<file path="src/rtl/mem_bus_pkg.sv">
// Shared definitions for the word-register memory port: op codes, register map,
// initiator state encoding and strobe idle level.
package mem_bus_pkg;
  localparam int DATA_W = 32;

  localparam logic [31:0] BASE = 32'h1000_0000;
  localparam int unsigned NREG = 3;

  localparam logic STROBE_IDLE = 1'b1;

  typedef enum logic [1:0] {
    OP_RD  = 2'b00,
    OP_WR  = 2'b01,
    OP_RAW = 2'b10,
    OP_RSV = 2'b11
  } op_e;

  typedef enum logic [2:0] {
    S_IDLE,
    S_RD,
    S_RWAIT,
    S_WR,
    S_DONE
  } state_e;
endpackage

</file>
<file path="src/rtl/mem_dir_check.sv">
// Combinational address-valid decode for the register window; shared by the
// initiator and the responder so both sides agree on what is addressable.
module mem_dir_check
  import mem_bus_pkg::*;
(
  input  logic [31:0] addr,
  output logic        ok
);
  logic [31:0] off;
  logic [31:0] idx;

  always_comb begin
    off = addr - BASE;
    idx = off >> 2;
    // Unsigned wrap makes addresses below BASE land far above NREG.
    ok  = (addr[1:0] == 2'b00) && (idx < NREG);
  end
endmodule

</file>
<file path="src/rtl/mem_initiator.sv">
// Single-command bus initiator: read, write and read-add-write toward the
// memory responder with active-low strobes; bad addresses fail locally.
module mem_initiator
  import mem_bus_pkg::*;
(
  input  logic              clk,
  input  logic              rst,
  input  logic              start,
  input  logic [1:0]        op,
  input  logic [31:0]       addr,
  input  logic [DATA_W-1:0] wdata,
  output logic              busy,
  output logic              done,
  output logic              err,
  output logic [DATA_W-1:0] rdata,
  output logic              Mem_rd,
  output logic              Mem_wr,
  output logic [31:0]       Dir_Mem,
  output logic [DATA_W-1:0] Dato_Mem_out,
  input  logic [DATA_W-1:0] Dato_Mem_in
);
  state_e            state;
  state_e            state_nxt;
  op_e               op_q;
  logic [DATA_W-1:0] wdata_q;
  logic [31:0]       dir_q;
  logic [DATA_W-1:0] dout_q;
  logic [DATA_W-1:0] rdata_q;
  logic              err_q;
  logic              addr_ok;
  logic              bad_cmd;

  mem_dir_check u_dir_check (
    .addr (addr),
    .ok   (addr_ok)
  );

  assign bad_cmd = !addr_ok || (op == OP_RSV);

  always_ff @(posedge clk) begin
    if (rst) state <= S_IDLE;
    else     state <= state_nxt;
  end

  always_comb begin
    state_nxt = state;
    unique case (state)
      S_IDLE: begin
        if (start) begin
          if (bad_cmd)           state_nxt = S_DONE;
          else if (op == OP_WR)  state_nxt = S_WR;
          else                   state_nxt = S_RD;
        end
      end
      S_RD:    state_nxt = S_RWAIT;
      S_RWAIT: state_nxt = (op_q == OP_RAW) ? S_WR : S_DONE;
      S_WR:    state_nxt = S_DONE;
      S_DONE:  state_nxt = S_IDLE;
      default: state_nxt = S_IDLE;
    endcase
  end

  // Outputs depend only on registered state and data, never on inputs.
  always_comb begin
    Mem_rd       = (state == S_RD) ? ~STROBE_IDLE : STROBE_IDLE;
    Mem_wr       = (state == S_WR) ? ~STROBE_IDLE : STROBE_IDLE;
    busy         = (state != S_IDLE);
    done         = (state == S_DONE);
    err          = err_q;
    rdata        = rdata_q;
    Dir_Mem      = dir_q;
    Dato_Mem_out = dout_q;
  end

  // Command capture and read/modify datapath.
  always_ff @(posedge clk) begin
    if (rst) begin
      op_q    <= OP_RD;
      wdata_q <= '0;
      dir_q   <= '0;
      dout_q  <= '0;
      rdata_q <= '0;
      err_q   <= 1'b0;
    end else begin
      unique case (state)
        S_IDLE: begin
          if (start) begin
            op_q    <= op_e'(op);
            wdata_q <= wdata;
            dir_q   <= addr;
            err_q   <= bad_cmd;
            if (!bad_cmd && (op == OP_WR)) dout_q <= wdata;
          end
        end
        S_RWAIT: begin
          rdata_q <= Dato_Mem_in;
          if (op_q == OP_RAW) dout_q <= Dato_Mem_in + wdata_q;
        end
        default: ;
      endcase
    end
  end
endmodule
</file>
<file path="config.mk">
export PLATFORM = sky130hd
export DESIGN_NAME = mem_initiator
export DESIGN_NICKNAME = d
export VERILOG_FILES = /design/src/rtl/mem_bus_pkg.sv /design/src/rtl/mem_dir_check.sv /design/src/rtl/mem_initiator.sv
export SDC_FILE = /design/constraint.sdc
export NUM_CORES = 1
export LEC_CHECK = 0
export BUFFER_PORTS_ARGS = -buffer_cell sky130_fd_sc_hd__buf_2
export CELL_PAD_IN_SITES_DETAIL_PLACEMENT = 1
export CELL_PAD_IN_SITES_GLOBAL_PLACEMENT = 1
export CORE_MARGIN = 3
export CORE_UTILIZATION = 30
export CTS_CLUSTER_SIZE = 24
export DETAILED_ROUTE_END_ITERATION = 10
export GPL_ROUTABILITY_DRIVEN = 0
export PLACE_DENSITY_LB_ADDON = 0.1
export SETUP_SLACK_MARGIN = 0.3
export SLEW_MARGIN = 20
export SYNTH_ARGS = -nofsm -noshare
export SYNTH_HDL_FRONTEND = slang
export SYNTH_SLANG_ARGS = --single-unit
</file>
<file path="constraint.sdc">
create_clock -name clk -period 3.85 [get_ports clk]
set_clock_uncertainty 0.05 [all_clocks]
set_input_delay 0.77 -clock clk [delete_from_list [all_inputs] [get_ports clk]]
set_output_delay 0.77 -clock clk [all_outputs]
set_load 0.005 [all_outputs]
</file>
* Word-level counts from Yosys, hierarchy flattened
Index checks and enable logic that the tools add are counted.
Word-level totals: flip-flop bits (word level) 134, input port bits 101, logic and storage cells 42
Operators by class: add/subtract/negate cells 2, $lt $le $gt $ge 1, equality and inequality tests 10, mux-type cells 11, reductions and logical operators 11
Operators with widths (number):
- 32-bit two-way mux | 3
- 32-bit one-hot mux with 2 select lines | 1
- 32-bit adder | 1
- 32-bit by 29-bit subtractor with 32-bit output (second input constant) | 1
- 30-bit by 2-bit less-than comparator with 1-bit output (second input constant) | 1
- 3-bit one-hot mux with 4 select lines | 1
- 3-bit two-way mux | 3
- 3-bit by 2-bit == test with 1-bit output (second input constant) | 2
- 2-bit inequality test (second input constant) | 3
- 2-bit == test (second input constant) | 2
- 4-bit AND reduction | 1
- 3-bit by 1-bit == test with 1-bit output (second input constant) | 1
- 3-bit == test (second input constant) | 1
- 3-bit zero test | 1
- 3-bit nonzero test | 1
- 2-bit by 1-bit == test with 1-bit output (second input constant) | 1
- 1-bit logical AND | 2
- 1-bit zero test | 2
- 2-bit zero test | 1
- 1-bit two-way mux | 2
- 2-bit two-way mux | 1
- 2-bit AND reduction | 1
- 2-bit nonzero test | 1
- 1-bit logical OR | 1

* Depth between registers and ports, before layout
Gate-level depths: netlist of the first run.
depth after elaboration 10, gate-level depth with buffers 12, mapped depth without buffers 12

* Hierarchy
A second synthesis of the first run with hierarchy kept.
Unflattened totals: cells, all modules 884, area, all modules 6816.5 um^2
Modules (own cells, without submodules):
- mem_initiator | times used 1, cells each 873, area an instance 6721.4 um^2
- mem_dir_check | times used 1, cells each 11, area an instance 95.1 um^2

* Worst setup path before layout of the first run
OpenSTA, ideal clock, no wires.
kind input to register, start point input port Dato_Mem_in[7], end point register dout_q[30] (netlist: Dato_Mem_out[30]), data arrival time 2971 ps, data required time 3705 ps, slack 734 ps, stages 9, buffers on the path 0, cell sequence ha_1 -> a2111o_1 -> o21a_4 -> a211o_1 -> o221ai_2 -> nor3_1 -> a2111oi_2 -> xor2_1 -> a221oi_1
On the way: longest elaborated chain between the ends 3
RTL lines:
- start: declaration | RTL line mem_initiator.sv:20 | input logic [DATA_W-1:0] Dato_Mem_in
- 32-bit adder | RTL line mem_initiator.sv:97 | if (op_q == OP_RAW) dout_q <= Dato_Mem_in + wdata_q;
- 32-bit two-way mux | RTL line mem_initiator.sv:97
- 32-bit one-hot mux with 2 select lines | RTL line mem_initiator.sv:85 | unique case (state)
- end signal: assignment | RTL line mem_initiator.sv:92 | if (!bad_cmd && (op == OP_WR)) dout_q <= wdata;
- end signal: assignment | RTL line mem_initiator.sv:97
- end: declaration | RTL line mem_initiator.sv:27 | logic [DATA_W-1:0] dout_q;
No other way between the ends. The select of a mux whose other input is x is not followed. A chain may end at the register's enable or synchronous reset.

* Final worst setup path of the first run
Ends and elaborated chain as after synthesis.

==> results.cfg, run 1 <==
[cells_and_area]
layout_common_cells = nand2_1 (244), buf_2 (200), a21oi_1 (136)
num-fill-cells = 2667
layout_commonest_cell = nand2_1
final_nets = 1159
diodes = 0
final_util_pct = 39.8
area_delta_synth_final_pct = 28.7
drive_gt1_share_pct = 25.4
final_area_sq_um = 8440

[clock_network]
cts.path.max_buffers = 2
post_cts_resized = 0
worstSkewPairLatency_ns = 0.41
clk_pin_slew_worst_paths_ns = 0.06
tritoncts = yes
numCtsBuffers = 17
post_cts_buffers = 0
h-tree-depth = 4
cts-root-buf = clkbuf_16
cts_hold_buffers = 0
cts_sinks = 134

[power]
cellLeakagePower_nw = 3.68
total_power_mw = 3.74
ir_drop_v = 0.000266
p_int_mw = 2.75
power_frac_seq_pct = 39.0
p_switching_uw = 995
power_density_nw_per_um2 = 443
clkPwrFrac_pct = 47.3
pwr-share-comb_pct = 13.7
p_sw_share_pct = 26.6

[flow_run]
max-cap-violations = 0

[critical_path]
startpoint_type = input pin
worstPathArrival_ns = 3.39
required_ns = 4.12
path_max_fanout = 6
cp_slowest_cell = a2111oi_0
path_class = input pin to register
crit_chain = buf_2, ha_1, a2111oi_0, a21oi_1, o21a_4, a211o_1, o221ai_2, nor3_1, a2111oi_2, xor2_1, a221oi_1
critPathMaxStageDelay_ns = 0.50
worst_setup_path_end_kind = register

[timing]
min_period_over_period_pct = 81.0
tightest_slew_ns = 0.779
maxSlewViolCount = 0
max-slew-margin-rel_pct = 48.1
min_period_ns = 3.12
tns_ns = 0
fmax_mhz = 321
whs_ns = 0.400
setup_viol_count_final = 0
rsz0062_at_grt = false
hold_viol_final = 0

[synth]
synth_top_area_share_pct = 40.9
synth_cell_types = 58
synth_nets = 982
yosys_register_bits = 134
syn_inst = 849
ys.flop_type = dfxtp_1
synth_edf_count = 0
synth_top_cell_by_area = dfxtp_1
async_flop_share_pct = 0
synth_area_sq_um = 6560
synth.area.top_cells = dfxtp_1 (41%), nand2_1 (14%), a21oi_1 (10%)
ys_warn_count = 0
yosysSeqAreaShare_pct = 40.9
avgSynthCellArea_sq_um = 7.73

[die]
initial_core_util_pct = 30.9
io_pins = 202
chipWidth_um = 154
num_rows = 53
fp.dieH_um = 154
dieArea_sq_um = 23700
core_sq_um = 21200

[global_routing]
grt.total_usage_pct = 19.0
grt_pass1_wl_um = 36500
grt_start_max_net_pins = 68
grt_overflow = 0
antenna_found_initial = 2
first_global_vias = 6778

[place]
dpl_cell_area_sq_um = 7810
placement.io_buffers = 201
dp_hpwl_um = 16300

[drt]
maxUsedRoutingLayer = met5
drt_iter0_markers = 256
via_count = 6551
viasPerCell = 4.99
wl_per_cell_um = 17.2
firstDrtPassIters = 4
wl_met3_um = 1220
drc_errors = 0
wl_met2_um = 10800
ant_nets = 0
wl_met1_um = 10200
drt_wl_total_um = 22500

[outcome]
outcome = finished clean

[worst_hold_path]
hold_class = register to register
-- power groups by stage --
stage / Combinational [mW] / Clock, mW / Sequential [mW]
2_1_floorplan: 0.322 / 0 / 1.49
3_3_place_gp: 0.517 / 0 / 1.49
3_5_place_dp: 0.518 / 0 / 1.49
4_1_cts: 0.522 / 1.82 / 1.46
5_1_grt: 0.583 / 1.89 / 1.46
6_report: 0.514 / 1.77 / 1.46
-- worst max-delay path, delay by kind of cell --
kind / cells / cell delay (ns)
AND/OR/NAND/NOR: 1 / 0.11
buffers and inverters: 1 / 0.12
AO/OA/AOI/OAI: 7 / 1.91
adder cells (fa/ha/maj): 1 / 0.38
XOR/XNOR: 1 / 0.11
-- metal layers --
| metal | track usage (%) | up-vias |
|---|---|---|
| met2 | 31.3 | 128 |
| met1 | 24.6 | 3112 |
| met4 | 5.47 | 4 |
| li1 | - | 3287 |
| met3 | 4.93 | 20 |
| met5 | 0 | - |
-- Yosys cell counts, drive strengths merged, types with 2 or more instances --
| cell type | number |
|---|---|
| inv | 10 |
| nor2b | 5 |
| nand3 | 8 |
| clkbuf | 46 |
| nand2 | 246 |
| buf | 10 |
| a311oi | 8 |
| o21a | 3 |
| a221oi | 6 |
| nand4 | 5 |
| xnor2 | 18 |
| o221ai | 2 |
| a21o | 14 |
| nor2 | 41 |
| xor2 | 10 |
| or3 | 2 |
| mux2i | 2 |
| a31oi | 7 |
| and3 | 3 |
| nor4 | 6 |
| o21bai | 3 |
| and2 | 4 |
| nand2b | 4 |
| o21ai | 29 |
| o31ai | 2 |
| ha | 31 |
| nor3 | 10 |
| a211oi | 14 |
| dfxtp | 134 |
| a211o | 2 |
| o211ai | 6 |
| a21oi | 138 |
| a2111oi | 4 |
| nand3b | 2 |
| a31o | 2 |
-- sequential cells by signal (all words and copies together), names as in the netlist --
register,flops
op_q,2
Dir_Mem,32
rdata,32
wdata_q,32
state,3
err,1
Dato_Mem_out,32
-- cell type report --
cell class	instances	area [sq um]	share of cell area, %
clock inverters	13	194	2.30
repair buffers	214	1110	13.1
inverters	10	37.5	0.445
flip-flops and latches	134	2680	31.8
clock buffers	18	439	5.20
multi-input cells	649	3640	43.1
well taps	275	344	4.08
-- worst paths after layout --
| kind | startpoint | endpoint | slack (ns) | depth (start not counted) |
|---|---|---|---|---|
| worst max-delay path | Dato_Mem_in[7] | Dato_Mem_out[30]$_SDFFE_PP0P_ | 0.73 | 11 |
| worst min register to register | rdata[3]$_SDFFE_PP0P_ | rdata[3]$_SDFFE_PP0P_ | 0.40 | 2 |
| worst min-delay path | rdata[3]$_SDFFE_PP0P_ | rdata[3]$_SDFFE_PP0P_ | 0.40 | 2 |
| worst max register to register | wdata_q[7]$_SDFFE_PP0P_ | Dato_Mem_out[30]$_SDFFE_PP0P_ | 0.91 | 10 |
-- logic make-up after synthesis --
kind of cell / share of synthesized area, %
xor gates and xnor gates: 3.74
muxes: 0.305
AOI/OAI and AO/OA: 23.8
buffers and inverters: 3.87
DFF: 40.9
and+or+nand+nor: 21.2
adders and majority gates: 6.22
-- per-stage QoR --
step                std cells  worst slack [ns]
detailed placement       1282             0.340
finish                   1313             0.733
global route             1313             0.344
CTS                      1313             0.720
floorplan                 849             0.734
global placement         1282             0.397
(Power assumes the default switching activity.)
==> run 2: changes to the inputs <==
--- a/config.mk
+++ b/config.mk
@@ -5,6 +5,7 @@
 export SDC_FILE = /design/constraint.sdc
 export NUM_CORES = 1
 export LEC_CHECK = 0
+export ABC_AREA = 1
 export BUFFER_PORTS_ARGS = -buffer_cell sky130_fd_sc_hd__buf_2
 export CELL_PAD_IN_SITES_DETAIL_PLACEMENT = 1
 export CELL_PAD_IN_SITES_GLOBAL_PLACEMENT = 1
==> constraint.sdc (replaced) <==
create_clock -name clk -period 2.5 [get_ports clk]
set_clock_uncertainty 0.05 [all_clocks]
set_input_delay 0.5 -clock clk [delete_from_list [all_inputs] [get_ports clk]]
set_output_delay 0.5 -clock clk [all_outputs]
set_load 0.005 [all_outputs]
==> results.cfg, run 2 <==
[outcome]
outcome = finished clean

[synth]
avgSynthCellArea_sq_um = 6.14
synthXorXnorAreaFrac_pct = 0.785
synth_top_family_by_area = simple AND/OR/NAND/NOR gates
synthTopCellsByCount = nand2_1 (385), nor2_1 (173), inv_1 (146), dfxtp_1 (134), nand3_1 (122)
synth_edf_count = 0
synth_nets = 1406
synth.area.top_cells = dfxtp_1 (34%), nand2_1 (18%), nor2_1 (8.3%)
synth_top_cell_by_area = dfxtp_1
ys_warn_count = 0
yosysSeqAreaShare_pct = 34.3
synth_compound_area_share_pct = 11.1
synth_mux_area_share_pct = 0
synth_cell_types = 32
synth_top_area_share_pct = 34.3
synth_simple_gate_area_share_pct = 38.1
synth_fa_ha_area_share_pct = 5.22
synth_area_sq_um = 7810
async_flop_share_pct = 0
yosys_register_bits = 134
synth_most_common_cell = nand2_1
ys.flop_type = dfxtp_1
syn_inst = 1273

[cells_and_area]
layout_commonest_cell = nand2_1
layout_common_cells = nand2_1 (370), buf_2 (201), nor2_1 (167)
diodes = 0
regArea_sq_um = 2680
num-fill-cells = 3401
final_util_pct = 40.1
drive_gt1_share_pct = 22.8
area_delta_synth_final_pct = 30.2
final_area_sq_um = 10200
multi_input_area_sq_um = 4550
final_nets = 1620
instances_no_fill = 1830

[timing]
min_period_over_period_pct = 83.5
rsz0062_at_grt = true
maxSlewViolCount = 0
hold_viol_final = 0
setup_viol_count_final = 0
setup_ws_ns = 0.412
fmax_mhz = 479
max-slew-margin-rel_pct = 30.2
whs_ns = 0.298
tns_ns = 0
min_period_ns = 2.09
tightest_slew_ns = 1.05

[power]
cellLeakagePower_nw = 5.09
power_density_nw_per_um2 = 575
ir_drop_v = 0.000340
total_power_mw = 5.86

[clock_network]
h-tree-depth = 4
cts_hold_buffers = 0
numCtsBuffers = 17
cts-root-buf = clkbuf_16
cts.path.max_buffers = 2
tritoncts = yes
cts_sinks = 134
clk_pin_slew_worst_paths_ns = 0.07
worstSkewPairLatency_ns = 0.42

[place]
dp_cells = 1794
placement.io_buffers = 201
dpl_cell_area_sq_um = 9350
dp_hpwl_um = 23100
post-place-ws_ns = -0.0384

[critical_path]
reg2regPathDepth = 11
critPathCapture = Dato_Mem_out[25]$_SDFFE_PP0P_
startpoint_type = register
r2r-start = wdata_q[21]$_SDFFE_PP0P_
required_ns = 2.70
path_max_fanout = 5
worstPathArrival_ns = 2.28
rr_endpoint = Dato_Mem_out[25]$_SDFFE_PP0P_
setup.worst_path.start = wdata_q[21]$_SDFFE_PP0P_
path_class = register to register
r2r_slack_ns = 0.41
worst_setup_path_end_kind = register

[drt]
wl_met1_um = 14200
wl_met3_um = 1300
wl_met2_um = 14800
drt_iter0_markers = 339
ant_nets = 0
drc_errors = 0
viasPerCell = 4.80
firstDrtPassIters = 4
drt_wl_total_um = 30800
wl_per_cell_um = 16.8
via_count = 8787
maxUsedRoutingLayer = met4

[die]
io_pins = 202
dieArea_sq_um = 28000
chipWidth_um = 167
fp.dieH_um = 167
initial_core_util_pct = 30.8
core_sq_um = 25400
num_rows = 58

[worst_hold_path]
hold_class = input pin to register

[global_routing]
grt_start_max_net_pins = 86
antenna_found_initial = 0
grt_pass1_wl_um = 48800
grt_overflow = 0
first_global_vias = 9130
grt.total_usage_pct = 21.6

[flow_run]
max-cap-violations = 0
## run 2: worst min path at each step
stage	startpoint	end	slack, ns	cells past startpoint
finish	Dato_Mem_in[21]	rdata[21]$_SDFFE_PP0P_	0.30	3
global route	addr[14]	Dir_Mem[14]$_SDFFE_PP0P_	0.30	3
CTS	addr[14]	Dir_Mem[14]$_SDFFE_PP0P_	0.29	3
detailed placement	Dir_Mem[15]$_SDFFE_PP0P_	Dir_Mem[15]$_SDFFE_PP0P_	0.40	2
global placement	Dir_Mem[29]$_SDFFE_PP0P_	Dir_Mem[29]$_SDFFE_PP0P_	0.40	2
floorplan	wdata_q[0]$_SDFFE_PP0P_	wdata_q[0]$_SDFFE_PP0P_	0.39	2
## run 2: final cells by class
class	count	area share, %
timing repair buffer	250	13.7
inverter	150	5.56
clock buffer	19	4.45
clock inverter	13	1.11
tap	330	4.06
multi-input combinational	934	44.7
sequential	134	26.4
## run 2: kinds of logic after synthesis
| kind of cell | after synthesis |
|---|---|
| adder cells (fa/ha/maj) | 32 |
| buffers and inverters | 205 |
| XOR/XNOR | 7 |
| flip-flops | 134 |
| AND/OR/NAND/NOR | 724 |
| AO/OA/AOI/OAI | 171 |
## run 2: per-layer routing
metal  up-vias  global-route usage, %
met1      4136                   28.1
met5         -                      0
met2       171                   37.3
met4         0                   5.34
li1       4446                      -
met3        34                   3.85
## run 2: where the power goes
part	switching, mW	internal, mW	total [mW]
clock network	1.14	1.35	2.49
registers	0.0445	2.21	2.25
logic	0.689	0.421	1.11
total	1.87	3.98	5.86
## run 2: timing repair
item,4_1_cts,5_1_grt
cloned,0,0
resized for setup,4,47
setup endpoints to repair,6,20
setup buffers,0,4
pin swaps,0,3
## run 2: worst max-delay path: stages, from the launching register on
cell     delay, ns
dfxtp_1       0.34
ha_1          0.39
nand2_1       0.11
inv_1         0.08
nand2_1       0.08
nor3_1        0.26
and2_1        0.19
nand2_1       0.10
nand3_1       0.11
nand3_1       0.08
nand2_1       0.07
a21oi_1       0.06
